### src/rtl/timing_sequencer_if.sv
// ---------------------------------------------------------------------------
// timing_sequencer_if
//   Groups the decoder-facing strobes, interrupt lines and the sequencer
//   outputs into one bundle.
//
//   Flow control: rdy is a plain advance/stall qualifier, not a two-way
//   handshake. The sequencer advances on a clock edge where rdy=1. On an
//   edge where rdy=0, every register holds and all strobes are ignored.
//   The only exception is nmi, which is sampled on every edge regardless
//   of rdy.
//
//   master : drives the inputs (decoder / environment side)
//   slave  : the sequencer itself
//   nmiPend is a debug view of the latched NMI edge.
// ---------------------------------------------------------------------------
interface timing_sequencer_if #(
  parameter int INSTR_W = 6,
  parameter int ADDR_W  = 4,
  parameter int T_W     = 3
);
  logic               rdy;
  logic               noAddressing;
  logic               getInstruction;
  logic               endAddressing;
  logic               irq;
  logic               irqMask;
  logic               nmi;
  logic [INSTR_W-1:0] decodedInstruction;
  logic [ADDR_W-1:0]  decodedAddress;
  logic [INSTR_W-1:0] currentInstruction;
  logic [ADDR_W-1:0]  currentAddress;
  logic [T_W-1:0]     timeState;
  logic [1:0]         mode;
  logic               intSource;
  logic               timeout;
  logic               nmiPend;

  modport master (
    output rdy, noAddressing, getInstruction, endAddressing,
    output irq, irqMask, nmi, decodedInstruction, decodedAddress,
    input  currentInstruction, currentAddress, timeState, mode,
    input  intSource, timeout, nmiPend
  );

  modport slave (
    input  rdy, noAddressing, getInstruction, endAddressing,
    input  irq, irqMask, nmi, decodedInstruction, decodedAddress,
    output currentInstruction, currentAddress, timeState, mode,
    output intSource, timeout, nmiPend
  );
endinterface

### src/rtl/timing_sequencer.sv
// ---------------------------------------------------------------------------
// timing_sequencer
//   Instruction-timing state machine. It counts T-states and tracks the
//   phase (ADDRESS / INSTRUCTION / INTERRUPT). It latches the opcode and
//   addressing-mode codes from the decoder.
//
//   Interrupts are taken only at instruction boundaries:
//     - NMI is rising-edge sensitive.
//     - IRQ is a level, gated by irqMask.
//   An overrun past MAX_T forces a restart with a one-cycle timeout pulse.
//
// Ports
//   clk  : system clock
//   rst  : synchronous, active-high reset
//   bus  : timing_sequencer_if.slave
//          inputs  : rdy, noAddressing, getInstruction, endAddressing,
//                    irq, irqMask, nmi, decodedInstruction, decodedAddress
//          outputs : currentInstruction, currentAddress, timeState, mode,
//                    intSource, timeout, nmiPend (debug)
// ---------------------------------------------------------------------------
module timing_sequencer #(
  parameter int                   INSTR_W   = 6,
  parameter int                   ADDR_W    = 4,
  parameter int                   T_W       = 3,
  parameter int                   MAX_T     = 6,
  parameter logic [INSTR_W-1:0]   INT_INSTR = 6'h3F
) (
  input logic                clk,
  input logic                rst,
  timing_sequencer_if.slave  bus
);

  localparam logic [1:0] MODE_ADDR  = 2'd0;
  localparam logic [1:0] MODE_INSTR = 2'd1;
  localparam logic [1:0] MODE_INT   = 2'd2;

  localparam logic [T_W-1:0] T_LAST = T_W'(MAX_T);

  logic [1:0]         mode_q,     mode_d;
  logic [T_W-1:0]     t_q,        t_d;
  logic [INSTR_W-1:0] instr_q,    instr_d;
  logic [ADDR_W-1:0]  addr_q,     addr_d;
  logic               src_q,      src_d;
  logic               timeout_q,  timeout_d;
  logic               nmi_prev_q, nmi_prev_d;
  logic               nmi_pend_q, nmi_pend_d;

  logic               nmi_edge;
  logic               int_req;
  logic [1:0]         mode_eff;

  assign nmi_edge = bus.nmi & ~nmi_prev_q;
  assign int_req  = nmi_pend_q | (bus.irq & ~bus.irqMask);

  // The unused encoding 3 behaves as ADDRESS so the machine recovers.
  assign mode_eff = (mode_q == 2'd3) ? MODE_ADDR : mode_q;

  // -------------------------------------------------------------------------
  // State register
  // -------------------------------------------------------------------------
  always_ff @(posedge clk) begin
    if (rst) begin
      mode_q     <= MODE_ADDR;
      t_q        <= '0;
      instr_q    <= '0;
      addr_q     <= '0;
      src_q      <= 1'b0;
      timeout_q  <= 1'b0;
      nmi_prev_q <= 1'b0;
      nmi_pend_q <= 1'b0;
    end else begin
      mode_q     <= mode_d;
      t_q        <= t_d;
      instr_q    <= instr_d;
      addr_q     <= addr_d;
      src_q      <= src_d;
      timeout_q  <= timeout_d;
      nmi_prev_q <= nmi_prev_d;
      nmi_pend_q <= nmi_pend_d;
    end
  end

  // -------------------------------------------------------------------------
  // Next-state logic
  // -------------------------------------------------------------------------
  always_comb begin
    mode_d     = mode_q;
    t_d        = t_q;
    instr_d    = instr_q;
    addr_d     = addr_q;
    src_d      = src_q;
    timeout_d  = 1'b0;
    // nmi history keeps running through stalls so no edge is missed.
    nmi_prev_d = bus.nmi;
    nmi_pend_d = nmi_pend_q | nmi_edge;

    if (bus.rdy) begin
      if (bus.getInstruction && (mode_eff != MODE_INT) && int_req) begin
        // Enter the interrupt sequence. NMI has priority over IRQ.
        // An edge arriving in this same cycle re-arms nmiPend.
        mode_d     = MODE_INT;
        t_d        = '0;
        instr_d    = INT_INSTR;
        addr_d     = '0;
        src_d      = nmi_pend_q;
        nmi_pend_d = nmi_pend_q ? nmi_edge : (nmi_pend_q | nmi_edge);
      end else if (bus.getInstruction && (mode_eff == MODE_INT)) begin
        // Leaving an interrupt sequence always fetches a real
        // instruction; interrupts are not chained back to back.
        mode_d  = MODE_ADDR;
        t_d     = '0;
        instr_d = bus.decodedInstruction;
        addr_d  = bus.decodedAddress;
      end else if ((bus.endAddressing && (mode_eff == MODE_ADDR)) ||
                   (bus.noAddressing && bus.getInstruction)) begin
        mode_d = MODE_INSTR;
        t_d    = '0;
        if (bus.getInstruction) begin
          instr_d = bus.decodedInstruction;
          addr_d  = bus.decodedAddress;
        end
      end else if (bus.getInstruction) begin
        mode_d  = MODE_ADDR;
        t_d     = '0;
        instr_d = bus.decodedInstruction;
        addr_d  = bus.decodedAddress;
      end else if (t_q >= T_LAST) begin
        // Runaway sequence: restart at ADDRESS and keep the latched codes.
        timeout_d = 1'b1;
        mode_d    = MODE_ADDR;
        t_d       = '0;
      end else begin
        mode_d = mode_eff;
        t_d    = t_q + T_W'(1);
      end
    end
  end

  // -------------------------------------------------------------------------
  // Outputs (all registered)
  // -------------------------------------------------------------------------
  always_comb begin
    bus.currentInstruction = instr_q;
    bus.currentAddress     = addr_q;
    bus.timeState          = t_q;
    bus.mode               = mode_q;
    bus.intSource          = src_q;
    bus.timeout            = timeout_q;
    bus.nmiPend            = nmi_pend_q;
  end

endmodule

### src/flat_wrapper.sv
// flat-port wrapper written by rule: the top's interface ports become plain ports
module timing_sequencer_flat 
#(
  parameter int                   INSTR_W   = 6,
  parameter int                   ADDR_W    = 4,
  parameter int                   T_W       = 3,
  parameter int                   MAX_T     = 6,
  parameter logic [INSTR_W-1:0]   INT_INSTR = 6'h3F
)
  (clk, rst, bus_rdy, bus_noAddressing, bus_getInstruction, bus_endAddressing, bus_irq, bus_irqMask, bus_nmi, bus_decodedInstruction, bus_decodedAddress, bus_currentInstruction, bus_currentAddress, bus_timeState, bus_mode, bus_intSource, bus_timeout, bus_nmiPend);
  timing_sequencer_if #(.INSTR_W(INSTR_W), .ADDR_W(ADDR_W), .T_W(T_W)) bus_i ();
  input logic clk;
  input logic rst;
  input wire logic [$bits(bus_i.rdy)-1:0] bus_rdy;
  input wire logic [$bits(bus_i.noAddressing)-1:0] bus_noAddressing;
  input wire logic [$bits(bus_i.getInstruction)-1:0] bus_getInstruction;
  input wire logic [$bits(bus_i.endAddressing)-1:0] bus_endAddressing;
  input wire logic [$bits(bus_i.irq)-1:0] bus_irq;
  input wire logic [$bits(bus_i.irqMask)-1:0] bus_irqMask;
  input wire logic [$bits(bus_i.nmi)-1:0] bus_nmi;
  input wire logic [$bits(bus_i.decodedInstruction)-1:0] bus_decodedInstruction;
  input wire logic [$bits(bus_i.decodedAddress)-1:0] bus_decodedAddress;
  output wire logic [$bits(bus_i.currentInstruction)-1:0] bus_currentInstruction;
  output wire logic [$bits(bus_i.currentAddress)-1:0] bus_currentAddress;
  output wire logic [$bits(bus_i.timeState)-1:0] bus_timeState;
  output wire logic [$bits(bus_i.mode)-1:0] bus_mode;
  output wire logic [$bits(bus_i.intSource)-1:0] bus_intSource;
  output wire logic [$bits(bus_i.timeout)-1:0] bus_timeout;
  output wire logic [$bits(bus_i.nmiPend)-1:0] bus_nmiPend;
  assign bus_i.rdy = bus_rdy;
  assign bus_i.noAddressing = bus_noAddressing;
  assign bus_i.getInstruction = bus_getInstruction;
  assign bus_i.endAddressing = bus_endAddressing;
  assign bus_i.irq = bus_irq;
  assign bus_i.irqMask = bus_irqMask;
  assign bus_i.nmi = bus_nmi;
  assign bus_i.decodedInstruction = bus_decodedInstruction;
  assign bus_i.decodedAddress = bus_decodedAddress;
  assign bus_currentInstruction = bus_i.currentInstruction;
  assign bus_currentAddress = bus_i.currentAddress;
  assign bus_timeState = bus_i.timeState;
  assign bus_mode = bus_i.mode;
  assign bus_intSource = bus_i.intSource;
  assign bus_timeout = bus_i.timeout;
  assign bus_nmiPend = bus_i.nmiPend;
  timing_sequencer #(.INSTR_W(INSTR_W), .ADDR_W(ADDR_W), .T_W(T_W), .MAX_T(MAX_T), .INT_INSTR(INT_INSTR)) u_core (.clk(clk), .rst(rst), .bus(bus_i));
endmodule
### config.mk
export PLATFORM = sky130hd
export DESIGN_NAME = timing_sequencer_flat
export DESIGN_NICKNAME = d
export VERILOG_FILES = /design/src/rtl/timing_sequencer_if.sv /design/src/rtl/timing_sequencer.sv /design/src/flat_wrapper.sv
export SDC_FILE = /design/constraint.sdc
export NUM_CORES = 1
export LEC_CHECK = 0
export CAP_MARGIN = 20
export CORE_MARGIN = 2
export CORE_UTILIZATION = 24
export CTS_CLUSTER_DIAMETER = 150
export DETAILED_ROUTE_END_ITERATION = 8
export PLACE_DENSITY = 0.55
export SKIP_CTS_REPAIR_TIMING = 1
export SLEW_MARGIN = 20
export SYNTH_ARGS = -nofsm -noshare
export SYNTH_HDL_FRONTEND = slang
export SYNTH_SLANG_ARGS = --single-unit
### constraint.sdc
create_clock -name clk -period 1.7 [get_ports clk]
set_input_delay 0.34 -clock clk [delete_from_list [all_inputs] [get_ports clk]]
set_output_delay 0.34 -clock clk [all_outputs]
set_load 0.02 [all_outputs]
==> flow_results.org <==
** Yosys
- The number of nets handed over by synthesis was 121.
- Sequential cells were found to cover 43.1% of the synthesized design area.
- After synthesis, the most frequently instantiated cells are sky130_fd_sc_hd__dfxtp_1, sky130_fd_sc_hd__inv_1, sky130_fd_sc_hd__a21oi_1.
- Yosys mapped a number of flops with a built-in enable equal to 0.
- During synthesis, Yosys emitted a total of 0 warnings.
- Top-count cell post-synth :: sky130_fd_sc_hd__dfxtp_1
- Most area-consuming cells after synthesis :: sky130_fd_sc_hd__dfxtp_1, sky130_fd_sc_hd__inv_1, sky130_fd_sc_hd__a311oi_1
- The synthesized design spends more area on one cell type than any other, namely sky130_fd_sc_hd__dfxtp_1.
- In this run the biggest area consumer among cell types represents 43.1% of the synthesized area.
- After synthesis the cells add up to 883 sq um.
- After synthesis, the mean cell area works out to 9.01 sq um.
- Synthesis produced a netlist whose cell count is 98.
- The number of different library cells used by synthesis comes to 29.
- Most used flip-flop cell after synthesis :: sky130_fd_sc_hd__dfxtp_1
- Counting flops and latches in the post-synthesis netlist gives 19.
- Synth async-reset ratio :: 0%

** Placement
- Weighted congestion at the end of routability-driven global placement :: 0.817
- The number of placed instances, taps included, is 184.
- Once detailed placement completed, the half-perimeter wirelength came to 1.67 mm.
- Port buffer count :: 36
- Setup slack after placement :: -65.5 ps

** Die
- From bottom edge to top edge, the die measures 64.7 microns.
- Die width :: 64.7 microns
- For this configuration, the core starts out at a cell density of 24.5%.
- Ports :: 37
- FP Rows :: 22
- Area of the die :: 4180 sq um
- Total core area :: 3610 sq um

** Drt
- The first detailed-routing pass took 4 iterations.
- In this run the remaining antenna-violating nets after routing total 0.
- Post-route met1 wirelength :: 1.01 mm
- In the detailed route, the total length drawn on met3 is 114 microns.
- Routed wire length :: 2.15 mm
- Uppermost metal layer occupied by signal nets :: met4
- The first routing iteration left 28 violations.
- In the routed layout, each cell is associated on average with a via count of 4.49.
- Across all layers, the routed design uses 845 vias.
- In the routed design, unresolved DRC markers number 0.
- After detailed routing, the average wire length per cell comes to 11.4 microns.
- In the detailed route, the total length drawn on met2 is 985 microns.

** Setup path
- Across all register-to-register paths, the minimum setup slack is 200 ps.
- Required time of the critical path :: 1360 ps
- The slowest stage of the critical path is the sky130_fd_sc_hd__clkdlybuf4s50_1 cell.
- Traced cell by cell, the critical path runs through clkdlybuf4s50_1.
- The worst setup path is captured at a primary output.
- Crit path buffers/inverters :: 1
- Crit path largest cell delay :: 630 ps
- The kind of cell with the highest combined delay along the critical path is buffers and inverters.
- Startpoint-to-endpoint class of the critical path :: reg -> out
- Reg-to-reg critical path startpoint :: u_core.bus.mode[0]
- The worst setup path is launched from a flop.
- In this run the critical register-to-register path is captured at u_core.bus.mode[1].
- The worst register-to-register path has a depth of 5.
- Worst-path fanout max :: 6
- Arrival time of data at the critical path endpoint :: 1290 ps

** Cells and area
- The net count of the finished layout is 164.
- Count of placed standard cells in the final layout, fillers left out :: 188
- The layout has 367 filler cells.
- Signed area change from the synthesized netlist to the final layout :: 55.0%
- Of the cells placed in the final design, the portion with a size suffix greater than 1 is 8.57%.
- Multi-input gate area :: 415 sq um
- Summing all flip-flop and latch instances after layout gives 380 sq um.
- Core utilization of the finished layout :: 38.0%
- The number of antenna diodes in the final layout is 0.

** Clock network
- At the later pin of the worst-skew pair, clock insertion delay measures 250 ps.
- In this run the number of H-tree levels came out at 1.
- The tree is rooted in a sky130_fd_sc_hd__clkbuf_8.
- TritonCTS built the clock tree.
- The clock passes through at most 2 buffers.
- After clock tree synthesis, the clock-pin slew on the worst setup and hold paths is 70 ps.
- Buffers inserted during clock tree synthesis total 3.
- Number of clock sinks :: 19

** Global route
- Number of antenna violations at the first check in global routing :: 0
- Global routing used 10.9% of the available tracks.
- Entering global routing, the biggest net connects 13 pins.
- Wire length of the first global-routing pass :: 3.57 mm
- The number of global-route vias before repair is 821.
- For this run the aggregate overflow at the end of global routing stands at 0.

** Timing
- Derived from the worst setup path, the maximum achievable clock frequency is 612 MHz.
- Setup repair after global routing left no endpoint under its margin.
- Final Worst Setup Slack :: 65.3 ps
- Worst-margin pin slew :: 340 ps
- Max-slew violation total from the final report :: 0
- The total count of hold-check failures in the final report is 0.
- Of the available clock period, the critical path in the final layout requires 96.2%.
- Worst clock skew :: 1.40 ps
- Hold is met by 479 ps.
- Counting I/O delays and the setup requirement, the final critical path takes 1630 ps.
- Number of endpoints failing setup at the final stage :: 0
- Relative slew slack :: 76.8%

** Flow run
- Max-cap violations in this run came to 0.

** Worst hold path
- The worst hold path terminates at u_core.bus.intSource.
- Worst Hold Launch :: u_core.bus.intSource
- The min-delay analysis places its worst path in the category reg -> reg.
- The worst hold path passes through 2 cells.

** Power and ir drop
- For this design the ratio of total power to cell area is 746 nW/um^2.
- Maximum ir drop on the vdd rail :: 231 uV
- Final Total Pwr :: 1020 uW
- In this run the static leakage power is 0.000549 uW.

** Outcome
- The run finished with clean final reports.
## registers in the layout, summed over array words and instances (netlist names)
| signal | cells |
|---|---|
| u_core.bus.currentAddress | 4 |
| u_core.bus.currentInstruction | 6 |
| u_core.bus.intSource | 1 |
| u_core.bus.mode | 2 |
| u_core.bus.nmiPend | 1 |
| u_core.bus.timeState | 3 |
| u_core.bus.timeout | 1 |
| u_core.nmi_prev_q | 1 |
## worst max-delay path by stage
| stage | startpoint | endpoint | slack, ps | depth (start not counted) |
|---|---|---|---|---|
| 3_3_place_gp | bus_getInstruction | u_core.bus.currentAddress[3] | 10 | 4 |
| 6_report | u_core.bus.timeState[2] | bus_timeState[2] | 70 | 1 |
| 4_1_cts | u_core.bus.timeState[1] | bus_timeState[1] | 9 | 1 |
| 5_1_grt | u_core.bus.timeState[2] | bus_timeState[2] | 10 | 1 |
| 3_5_place_dp | bus_getInstruction | u_core.bus.currentAddress[1] | -70 | 4 |
| 2_1_floorplan | u_core.bus.mode[0] | u_core.bus.mode[1] | 140 | 5 |
## stage by stage
step | instance area (sq um) | TNS, ps
floorplan | 883 | 0
global placement | 1320 | 0
detailed placement | 1320 | -144
CTS | 1370 | 0
global route | 1370 | 0
finish | 1370 | 0
## cell type report
cell class,count,share of cell area (%)
Timing Repair Buffer,43,30.3
Sequential cell,19,27.8
Multi-Input combinational cell,60,30.3
Tap cell,48,4.39
Clock buffer,4,3.29
Inverter,14,3.84
## layer usage
| layer | track usage [%] | vias to the layer above |
|---|---|---|
| li1 | - | 438 |
| met1 | 13.8 | 382 |
| met2 | 17.2 | 21 |
| met3 | 2.26 | 4 |
| met4 | 6.12 | 0 |
| met5 | 0 | - |
## cell usage in the layout, fill, tap and decap left out, drive strengths merged, types with 5 or more instances in the layout
master,count
buf,7
nand3b,5
dfxtp,19
a311oi,6
nor2,6
a21oi,10
inv,14
clkdlybuf4s50,35
## logic make-up (layout without fill, tap and decap cells)
group           count (synthesis)  count (layout)  share of synthesized area, %
fa+ha+maj                       4               4                          5.67
buf+inv                        19              61                          9.91
compound gates                 30              30                          24.4
flops                          19              19                          43.1
simple gates                   26              26                          17.0
## power breakdown
group | switching, uW | internal (uW)
clock | 144 | 166
combinational | 109 | 119
sequential | 14.2 | 469
## worst register-to-register path, delay by kind of cell, from the launching register on
kind / cells / cell delay [ps]
compound gates: 2 / 500
fa+ha+maj: 1 / 340
buf+inv: 1 / 80
flops: 1 / 350
simple gates: 1 / 180
No activity file was read; power rests on OpenSTA's default activity.
